### src/rtl/mux10_rr_arbiter.sv
`default_nettype none
// ============================================================================
// Module   : mux10_rr_arbiter
// Purpose  : Round-robin arbiter and select sequencer for a 10:1 data mux.
//            Grants one of ten requesters at a time and drives the mux select
//            with the granted index. Each grant lasts at most HOLD_MAX
//            consecutive cycles, so no requester can starve the others.
// Ports    : CLK   - clock; all state changes on the rising edge
//            RST   - synchronous, active-high reset
//            EN    - arbitration enable; low releases any grant and blocks
//                    new grants
//            REQ   - request vector; bit i requests mux input i
//            SL    - mux select; index of the current or last grant (0..9)
//            GNT   - one-hot grant; all zero while no grant is active
//            VALID - high while a grant is active (equals |GNT)
// Revision : 1.0 - initial release
// ============================================================================
module mux10_rr_arbiter #(
    parameter int HOLD_MAX = 8      // legal range 1..255
) (
    input  logic        CLK,
    input  logic        RST,
    input  logic        EN,
    input  logic [9:0]  REQ,
    output logic [3:0]  SL,
    output logic [9:0]  GNT,
    output logic        VALID
);

    localparam logic [7:0] c_hold_max = 8'(HOLD_MAX);
    localparam logic [3:0] c_last_rst = 4'd9;

    typedef enum logic [0:0] {
        S_IDLE  = 1'b0,
        S_GRANT = 1'b1
    } state_t;

    state_t      state_q, state_d;
    logic [3:0]  last_q, last_d;
    logic [7:0]  cnt_q, cnt_d;
    logic [3:0]  sl_q, sl_d;
    logic [9:0]  gnt_q, gnt_d;
    logic        valid_q, valid_d;

    logic        w_release;
    logic [3:0]  w_winner;

    // First requester found when scanning last+1, last+2, ... wrapping at 10
    // and ending at last itself, so the previous winner has lowest priority
    // but still wins when it is the only requester.
    function automatic logic [3:0] f_winner(input logic [3:0] last,
                                            input logic [9:0] req);
        logic [3:0] w;
        logic       found;
        logic [4:0] idx;
        w     = last;
        found = 1'b0;
        for (int k = 1; k <= 10; k++) begin
            idx = {1'b0, last} + 5'(k);
            if (idx >= 5'd10) begin
                idx = idx - 5'd10;
            end
            if (!found && req[idx[3:0]]) begin
                w     = idx[3:0];
                found = 1'b1;
            end
        end
        return w;
    endfunction

    // last_q already equals the releasing index when a grant ends, so the
    // same-edge re-arbitration simply scans from last_q.
    assign w_winner  = f_winner(last_q, REQ);
    assign w_release = (state_q == S_GRANT) &&
                       (!REQ[sl_q] || (cnt_q == c_hold_max) || !EN);

    always_comb begin
        state_d = state_q;
        last_d  = last_q;
        cnt_d   = cnt_q;
        sl_d    = sl_q;
        gnt_d   = gnt_q;
        valid_d = valid_q;

        if ((state_q == S_IDLE) || w_release) begin
            if (EN && (REQ != 10'd0)) begin
                // Load a fresh grant; back-to-back with no idle cycle.
                state_d = S_GRANT;
                last_d  = w_winner;
                cnt_d   = 8'd1;
                sl_d    = w_winner;
                gnt_d   = 10'b1 << w_winner;
                valid_d = 1'b1;
            end else begin
                // Nothing to grant: drop the grant, keep SL stable.
                state_d = S_IDLE;
                gnt_d   = 10'd0;
                valid_d = 1'b0;
            end
        end else begin
            cnt_d = cnt_q + 8'd1;
        end
    end

    always_ff @(posedge CLK) begin
        if (RST) begin
            state_q <= S_IDLE;
            last_q  <= c_last_rst;
            cnt_q   <= 8'd0;
            sl_q    <= 4'd0;
            gnt_q   <= 10'd0;
            valid_q <= 1'b0;
        end else begin
            state_q <= state_d;
            last_q  <= last_d;
            cnt_q   <= cnt_d;
            sl_q    <= sl_d;
            gnt_q   <= gnt_d;
            valid_q <= valid_d;
        end
    end

    assign SL    = sl_q;
    assign GNT   = gnt_q;
    assign VALID = valid_q;

endmodule
`default_nettype wire

### config.mk
export PLATFORM = sky130hd
export DESIGN_NAME = mux10_rr_arbiter
export DESIGN_NICKNAME = d
export VERILOG_FILES = /design/src/rtl/mux10_rr_arbiter.sv
export SDC_FILE = /design/constraint.sdc
export NUM_CORES = 1
export LEC_CHECK = 0
export CORE_UTILIZATION = 40
export DETAILED_ROUTE_END_ITERATION = 16
export DONT_BUFFER_PORTS = 1
export PLACE_DENSITY = 0.61
export SLEW_MARGIN = 40
export SYNTH_ARGS = -nofsm -noshare
export SYNTH_HDL_FRONTEND = slang
export SYNTH_SLANG_ARGS = --single-unit
### constraint.sdc
create_clock -name CLK -period 4.25 [get_ports CLK]
set_input_delay 0.425 -clock CLK [delete_from_list [all_inputs] [get_ports CLK]]
set_output_delay 0.425 -clock CLK [all_outputs]
set_load 0.01 [all_outputs]
; Word level (Yosys, flattened, before mapping)
; Index checks and enable logic that the tools add are counted.
[totals]
n_memories = 0
latchBits = 0
mem_bits_rw = 0
inputBits = 13
mem_bits_ro = 0
regBits = 27
out_inout_bits = 15
elab_cells = 133
[op_classes]
n_reduce_logical = 27
n_eq_ne = 2
n_lt_le_gt_ge = 21
shift = 1
muxes = 55
addsub = 21
bitwise_logic = 1
n_div = 0
n_mul = 0
[ops]
columns = operator, n
row1 = $mux 4, 20
row2 = $lt 4x5->1 const B, 11
row3 = $ge 5x4->1 const B, 10
row4 = $bmux 1 s4, 11
row5 = $sub 4x4->4 const B, 10
row6 = $mux 1, 21
row7 = $add 4x3->5 const B, 4
row8 = $mux 8, 2
row9 = $add 4x4->5 const B, 3
row10 = $logic_and 1x1->1, 11
row11 = $logic_not 1->1, 11
row12 = $add 4x2->5 const B, 2
row13 = $mux 10, 1
row14 = $reduce_bool 10->1, 1
row15 = $shl 1x4->10 const A, 1
row16 = $add 8x1->8 const B, 1
row17 = $eq 8x4->1 const B, 1
row18 = $add 4x1->5 const B, 1
row19 = $logic_or 1x1->1, 3
row20 = $ne 2x1->1 const B, 1
row21 = $reduce_and 2->1, 1
row22 = $not 1->1, 1

; Depth between registers and ports, before layout
; Gate-level depths: netlist (run 1).
[logic_depth]
ltp_word = 35
mapped_depth = 20
mapped_depth_nobuf = 17

; Worst setup path before layout (run 1)
; OpenSTA, ideal clock, no wires.
[synth_timing]
path_kind = reg-to-reg
from = register last_q[1]
to = register gnt_q[9] (netlist: GNT[9])
setup_slack_ns = -0.423
setup_ns = 0.071
required_ns = 4.179
path_stages_with_launch = 16
period_less_slack_ns = 4.673
arrival_time_ns = 4.602
path_buffers = 1
cell_sequence = dfxtp_1 clkinv_1 ha_1 inv_2 ha_1 clkbuf_1 a21oi_1 a311oi_4 mux2_2 and3_1 nand3b_2 o31a_1 o211a_1 o32a_1 or4b_1 a21oi_1
[synth_between]
elab_chain_len = 35
word_cells_on_any_way = 99
classes_between = add/sub (20) / order compare (10) / shift (1) / mux (50) / reduce/logical (18)
[synth_rtl]
columns = item, line
row1 = from (decl), 39  ; logic [3:0] last_q, last_d;
row2 = from (signal assigned), 108  ; last_q <= c_last_rst;
row3 = from (signal assigned), 115  ; last_q <= last_d;
row4 = $add 4x1->5, 59  ; idx = {1'b0, last} + 5'(k);
row5 = $sub 4x4->4 / $ge 5x4->1 (equally long branches), "61, 60"
row6 = $mux 4, 60  ; if (idx >= 5'd10) begin
row7 = $bmux 1 s4, 63  ; if (!found && req[idx[3:0]]) begin
row8 = $mux 1 (not written as such), 63
row9 = $mux 1, 63
row10 = $logic_not 1->1, 63
row11 = $logic_and 1x1->1, 63
row12 = [19 not listed], --
row13 = $logic_not 1->1, 63
row14 = $logic_and 1x1->1, 63
row15 = $mux 1, 63
row16 = $logic_not 1->1, 63
row17 = $logic_and 1x1->1, 63
row18 = $mux 4 (*), 63
row19 = $shl 1x4->10 (*), 92  ; gnt_d = 10'b1 << w_winner;
row20 = $mux 10 (*), 86  ; if (EN && (REQ != 10'd0)) begin
row21 = to (signal assigned), 118  ; gnt_q <= gnt_d;
row22 = to (decl), 42  ; logic [9:0] gnt_q, gnt_d;
; Every way passes the cells marked *; elsewhere a longest branch is shown, timed or not. The select of a mux whose other input is x is not followed.
; A chain may end at the register's enable or synchronous reset.

; Worst setup path after layout (run 1)
; Ends and elaborated chain as after synthesis.

==> results of run 1 <==
[worst max-delay path, delay by kind of cell, from the launching register on]
| family | cells | cell delay, ns |
|---|---|---|
| compound gates | 6 | 1.56 |
| fa+ha+maj | 1 | 0.33 |
| buf+inv | 2 | 0.50 |
| simple gates | 3 | 1.08 |
| flops | 1 | 0.39 |
| mux | 1 | 0.24 |
[metal layers]
| metal | vias up | routed length [um] |
|---|---|---|
| li1 | 2215 | - |
| met1 | 2271 | 6350 |
| met2 | 163 | 6970 |
| met3 | 24 | 1060 |
| met4 | 0 | 309 |
| met5 | - | 0 |
[synth_stat cells, types with 6 or more instances]
master	count
a211oi_1	12
a21o_1	7
a21oi_1	33
a221oi_1	6
a22o_1	12
a31oi_1	6
clkbuf_1	14
dfxtp_1	25
ha_1	25
inv_1	19
mux2_2	10
mux2i_1	29
nand2_1	42
nand2b_1	12
nand3_1	17
nor2_1	55
nor2b_1	16
nor3_1	18
o21a_1	6
o21ai_0	22
or2_2	8
or3_1	7
or4_1	6
xnor2_1	15
[cell families after synthesis]
kind of cell,Yosys count
simple gates,220
compound gates,182
buf+inv,48
mux,43
fa+ha+maj,26
flops,25
xor+xnor,18
[flip-flops by register name, indices dropped and copies added (netlist names)]
signal and count:
last_q 4, VALID 1, cnt_q 8, SL 2
GNT 10
[worst max-delay path by stage]
stage	startpoint	end	slack, ns	cells past startpoint
after floorplan	last_q[1]	GNT[3]	0.05	19
after global routing	last_q[1]	GNT[9]	0.008	15
after CTS	last_q[0]	GNT[9]	0.01	15
after global placement	last_q[0]	GNT[9]	-0.06	15
after detailed placement	last_q[0]	GNT[9]	-0.06	17
final	last_q[1]	GNT[9]	0.09	13
[through the flow]
step	instance area (sq um)	setup WS (ns)	hold WS, ns
after floorplan	4250	0.0544	0.481
after global placement	4700	-0.0572	0.491
after detailed placement	4700	-0.0598	0.493
after CTS	4790	0.0106	0.205
after global routing	5010	0.00772	0.195
final	5010	0.0931	0.207
[final cells by class]
cell class | count | area share (%)
inverter | 22 | 1.80
sequential | 25 | 10.1
multi-input combinational | 489 | 73.2
timing repair buffer | 62 | 10.5
clock buffer | 3 | 0.824
clock inverter | 1 | 0.150
tap | 136 | 3.40
[repair_timing]
| item | 4_1_cts | 5_1_grt |
|---|---|---|
| gates resized for setup | 3 | 38 |
| setup endpoints to repair | 2 | 15 |
| hold buffers | 0 | 0 |
| pin swaps | 0 | 7 |
| gates cloned | 1 | 0 |
| setup buffers | 0 | 10 |
==> results_dict.tcl, run 1 <==
set metrics [dict create \
    htree_levels 1 \
    worstHoldPathType "input pin to register" \
    synth_area_leader_cell "dfxtp_1" \
    grt_util_met2_pct 44.2 \
    syn_inst 562 \
    rrSetupSlack_ns 0.09 \
    cp_max_fo 17 \
    fillers 1026 \
    syn-num-nets 601 \
    worstPathArrival_ns 4.36 \
    hold_violations 0 \
    first_global_vias 4309 \
    synth_top_family_by_area "compound AO/OA/AOI/OAI gates" \
    worstPathRequired_ns 4.46 \
    antennaDiodeCount 0 \
    ys_top_cells_by_area "dfxtp_1 12%, ha_1 7.4%, mux2i_1 6.9%" \
    placed_cells 723 \
    antenna_found_initial 0 \
    crit_chain "buf_4 > ha_2 > or3b_2 > a221oi_1 > buf_4 > mux2i_1 > a22o_1 > nor2_1 > o31a_1 > o211a_1 > o32a_1 > or4b_1 > a21oi_1" \
    start_util_pct 41.1 \
    status "finished, final reports clean" \
    start_kind "register" \
    synth.avg_cell_area_sq_um 7.51 \
    multi_input_area_sq_um 3660 \
    min_to "cnt_q[3]" \
    timing.rr.end "GNT[9]" \
    antenna_left 0 \
    slew_viol_final 0 \
    io_pins 28 \
    synth_xor_xnor_area_share_pct 3.91 \
    use_met3_pct 3.06 \
    grt-ovfl-total 0 \
    core_area_sq_um 10300 \
    layout_common_cells "58 x buf_4, 53 x nor2_1, 42 x nand2_1" \
    die_w_um 105 \
    cts_made_buffers 3 \
    relSlewSlack_pct 51.5 \
    hold_path.startpoint "RST" \
    grt_use_met1_pct 34.3 \
    vias 4673 \
    grt_pass1_wl_um 22800 \
    holdPathStages 1 \
    fin_tns_setup_ns 0 \
    synth_top_cell_area_share_pct 11.9 \
    drc_errors 0 \
    wl_per_cell_um 19.9 \
    reg2reg_depth 13 \
    layout.area.seq_sq_um 508 \
    final_layout_size_suffix_gt1_share_pct 24.1 \
    maxCapViolCount 0 \
    synth-compound-area-share_pct 32.3 \
    yosysWarnings 0 \
    ys_seq_area_share_pct 11.9 \
    fin_cells 738 \
    cp-end-kind "register" \
    rsz0062_at_grt "false" \
    nets 642 \
    synth.distinct_cells 89 \
    cpPeakStageDelay_ns 0.50 \
    synthMuxAreaShare_pct 11.1 \
    cts-root-buf "clkbuf_8" \
    top_usage_layer "met2" \
    first_pass_iters 5 \
    die_area_sq_um 11000 \
    clock-sinks 25 \
    cts_tree "yes" \
    cp_common_cell "buf_4" \
    async_flop_share_pct 0 \
    finalClockSkew_ns 0.00386 \
    grt_start_max_net_pins 25 \
    slowest_stage "or3b_2" \
    avgViaCountPerCell 6.33 \
    synth_area_sq_um 4220 \
    synth_enable_flop_cells 0 \
    clock_latency_ns 0.27 \
    portBuffers 0 \
    fmax_ghz 0.241 \
    critPathKind "register to register" \
    clock_path_buffers 2 \
    place_hpwl_um 11400 \
    synth_simple_gate_area_share_pct 27.7 \
    clk_pin_slew_ns 0.09 \
    fin_crit_sh_pct 97.8 \
    syn2layout_area_growth_pct 18.6 \
    mostFrequentLayoutCell "buf_4" \
    grtUsageTotal_pct 25.9 \
    min_period_ns 4.16 \
    synth_ff_type "dfxtp_1" \
    drt-total-wl_um 14700 \
    drt_iter0_drc 316 \
    gp_congestion 0.958 \
    synth_fa_ha_area_share_pct 7.88 \
    chipHeight_um 105 \
    rr_startpoint "last_q[1]" \
    row_count 37 \
    fin_util_pct 48.7 \
    setup-violations-final 0 \
    yosys_register_bits 25 \
    worst_pin_slew_ns 0.707 \
]
Power of run 1 is left out: the tool's default activity adds up to more than one toggle a clock period on the data nets, which glitch-free logic cannot reach.
==> inputs of run 2 (changes only) <==
--- a/config.mk
+++ b/config.mk
@@ -5,10 +5,10 @@
 export SDC_FILE = /design/constraint.sdc
 export NUM_CORES = 1
 export LEC_CHECK = 0
-export CORE_UTILIZATION = 40
+export CORE_UTILIZATION = 60
 export DETAILED_ROUTE_END_ITERATION = 16
 export DONT_BUFFER_PORTS = 1
-export PLACE_DENSITY = 0.61
+export PLACE_DENSITY = 0.84
 export SLEW_MARGIN = 40
 export SYNTH_ARGS = -nofsm -noshare
 export SYNTH_HDL_FRONTEND = slang
==> run 2 against run 1 <==
Net effect:
- via count grew 3.0%
- fmax up 0.35%
- clock skew decreased by 0.0021 ns
- critical path type unchanged
- register-to-register slack is essentially flat
- largest cell class unchanged
- critical endpoint unchanged
==> results_dict.tcl, run 2 (synthesis gave the netlist of run 1 again) <==
set metrics [dict create \
    core_area_sq_um 6790 \
    start_util_pct 62.2 \
    cp-end-kind "register" \
    die_w_um 85.9 \
    fillers 553 \
    vias 4812 \
    grt_pass1_wl_um 22000 \
    holdPathStages 1 \
    antenna_found_initial 0 \
    fin_crit_sh_pct 97.5 \
    htree_levels 1 \
    mostFrequentLayoutCell "buf_4" \
    clock_latency_ns 0.26 \
    maxCapViolCount 0 \
    hold_violations 0 \
    drt_iter0_drc 448 \
    clock_path_buffers 2 \
    rrSetupSlack_ns 0.11 \
    worstHoldPathType "input pin to register" \
    status "finished, final reports clean" \
    min_period_ns 4.14 \
    slew_viol_final 0 \
    timing.rr.end "GNT[9]" \
    row_count 30 \
    hold_path.startpoint "RST" \
    antennaDiodeCount 0 \
    min_to "VALID" \
    clk_pin_slew_ns 0.09 \
    fin_util_pct 72.8 \
    antenna_left 0 \
    setup-violations-final 0 \
    gp_congestion 0.961 \
    fmax_ghz 0.241 \
    chipHeight_um 85.9 \
    reg2reg_depth 15 \
    cts-root-buf "clkbuf_8" \
    hold_slack_ns 0.220 \
    worst_pin_slew_ns 0.692 \
    nets 639 \
    cts_made_buffers 3 \
    grt-ovfl-total 0 \
    io_pins 28 \
    layout_common_cells "58 x buf_4, 53 x nor2_1, 42 x nand2_1" \
    cts_tree "yes" \
    final_layout_size_suffix_gt1_share_pct 24.9 \
    worstPathArrival_ns 4.34 \
    worstPathRequired_ns 4.44 \
    finalClockSkew_ns 0.00173 \
    worstSetupStartpoint "last_q[1]" \
    drt-total-wl_um 14500 \
    wl_per_cell_um 20.9 \
    rr_startpoint "last_q[1]" \
    die_area_sq_um 7380 \
    grtUsageTotal_pct 37.5 \
    cp_max_fo 13 \
    largest_reg_flops 10 \
    first_pass_iters 6 \
    grt_start_max_net_pins 22 \
    critPathKind "register to register" \
    place_hpwl_um 11200 \
    clock-sinks 25 \
    avgViaCountPerCell 6.92 \
    first_global_vias 4392 \
    start_kind "register" \
    drc_errors 0 \
    syn2layout_area_growth_pct 17.1 \
    relSlewSlack_pct 52.6 \
    portBuffers 0 \
]
[run 2: area by class of cell]
class / instances / area (sq um) / area share, %
clock buffer: 3 / 41.3 / 0.835
clock inverter: 1 / 7.51 / 0.152
inverter: 22 / 91.3 / 1.85
multi-input combinational: 489 / 3730 / 75.3
sequential: 25 / 513 / 10.4
tap: 96 / 120 / 2.43
timing repair buffer: 59 / 447 / 9.03
[run 2: critical path, stage by stage (launching register included)]
cell      delay, ns
dfxtp_4        0.38
clkinv_4       0.07
buf_6          0.18
ha_1           0.17
inv_1          0.06
fa_2           0.55
mux2i_2        0.08
a31oi_2        0.25
mux2i_1        0.12
o311a_1        0.36
or2_2          0.37
nor4_4         0.41
nand3_2        0.14
a31oi_4        0.28
or4b_1         0.48
a21oi_1        0.16
[run 2: per-layer routing]
| metal | GRT usage [%] | wire length [um] |
|---|---|---|
| met4 | 16.5 | 685 |
| met1 | 47.2 | 5900 |
| met3 | 5.77 | 1210 |
| met2 | 63.2 | 6740 |
| met5 | 0 | 0 |
[run 2: worst max path at each step]
| stage | end | slack, ns | cells after the start |
|---|---|---|---|
| after CTS | GNT[4] | 0.005 | 18 |
| after floorplan | GNT[3] | 0.05 | 19 |
| final | GNT[9] | 0.11 | 15 |
| after global placement | GNT[8] | 0.09 | 15 |
| after global routing | last_q[1] | -0.03 | 16 |
| after detailed placement | GNT[9] | -0.07 | 16 |
[run 2: repair_timing]
item	4_1_cts	5_1_grt
hold buffers	0	0
setup buffers	3	6
gates resized for setup	6	43
setup endpoints to repair	6	15
pin swaps	1	5
[run 2: stage by stage]
step           cell area, sq um  setup TNS, ns  worst slack (ns)  cells
6_report                   4950              0             0.108    695
4_1_cts                    4700              0           0.00518    689
3_5_place_dp               4600         -0.158           -0.0727    682
3_3_place_gp               4600              0            0.0867    682
5_1_grt                    4950         -0.132           -0.0329    695
2_1_floorplan              4250              0            0.0544    562
Power of run 2 is left out for the same reason.
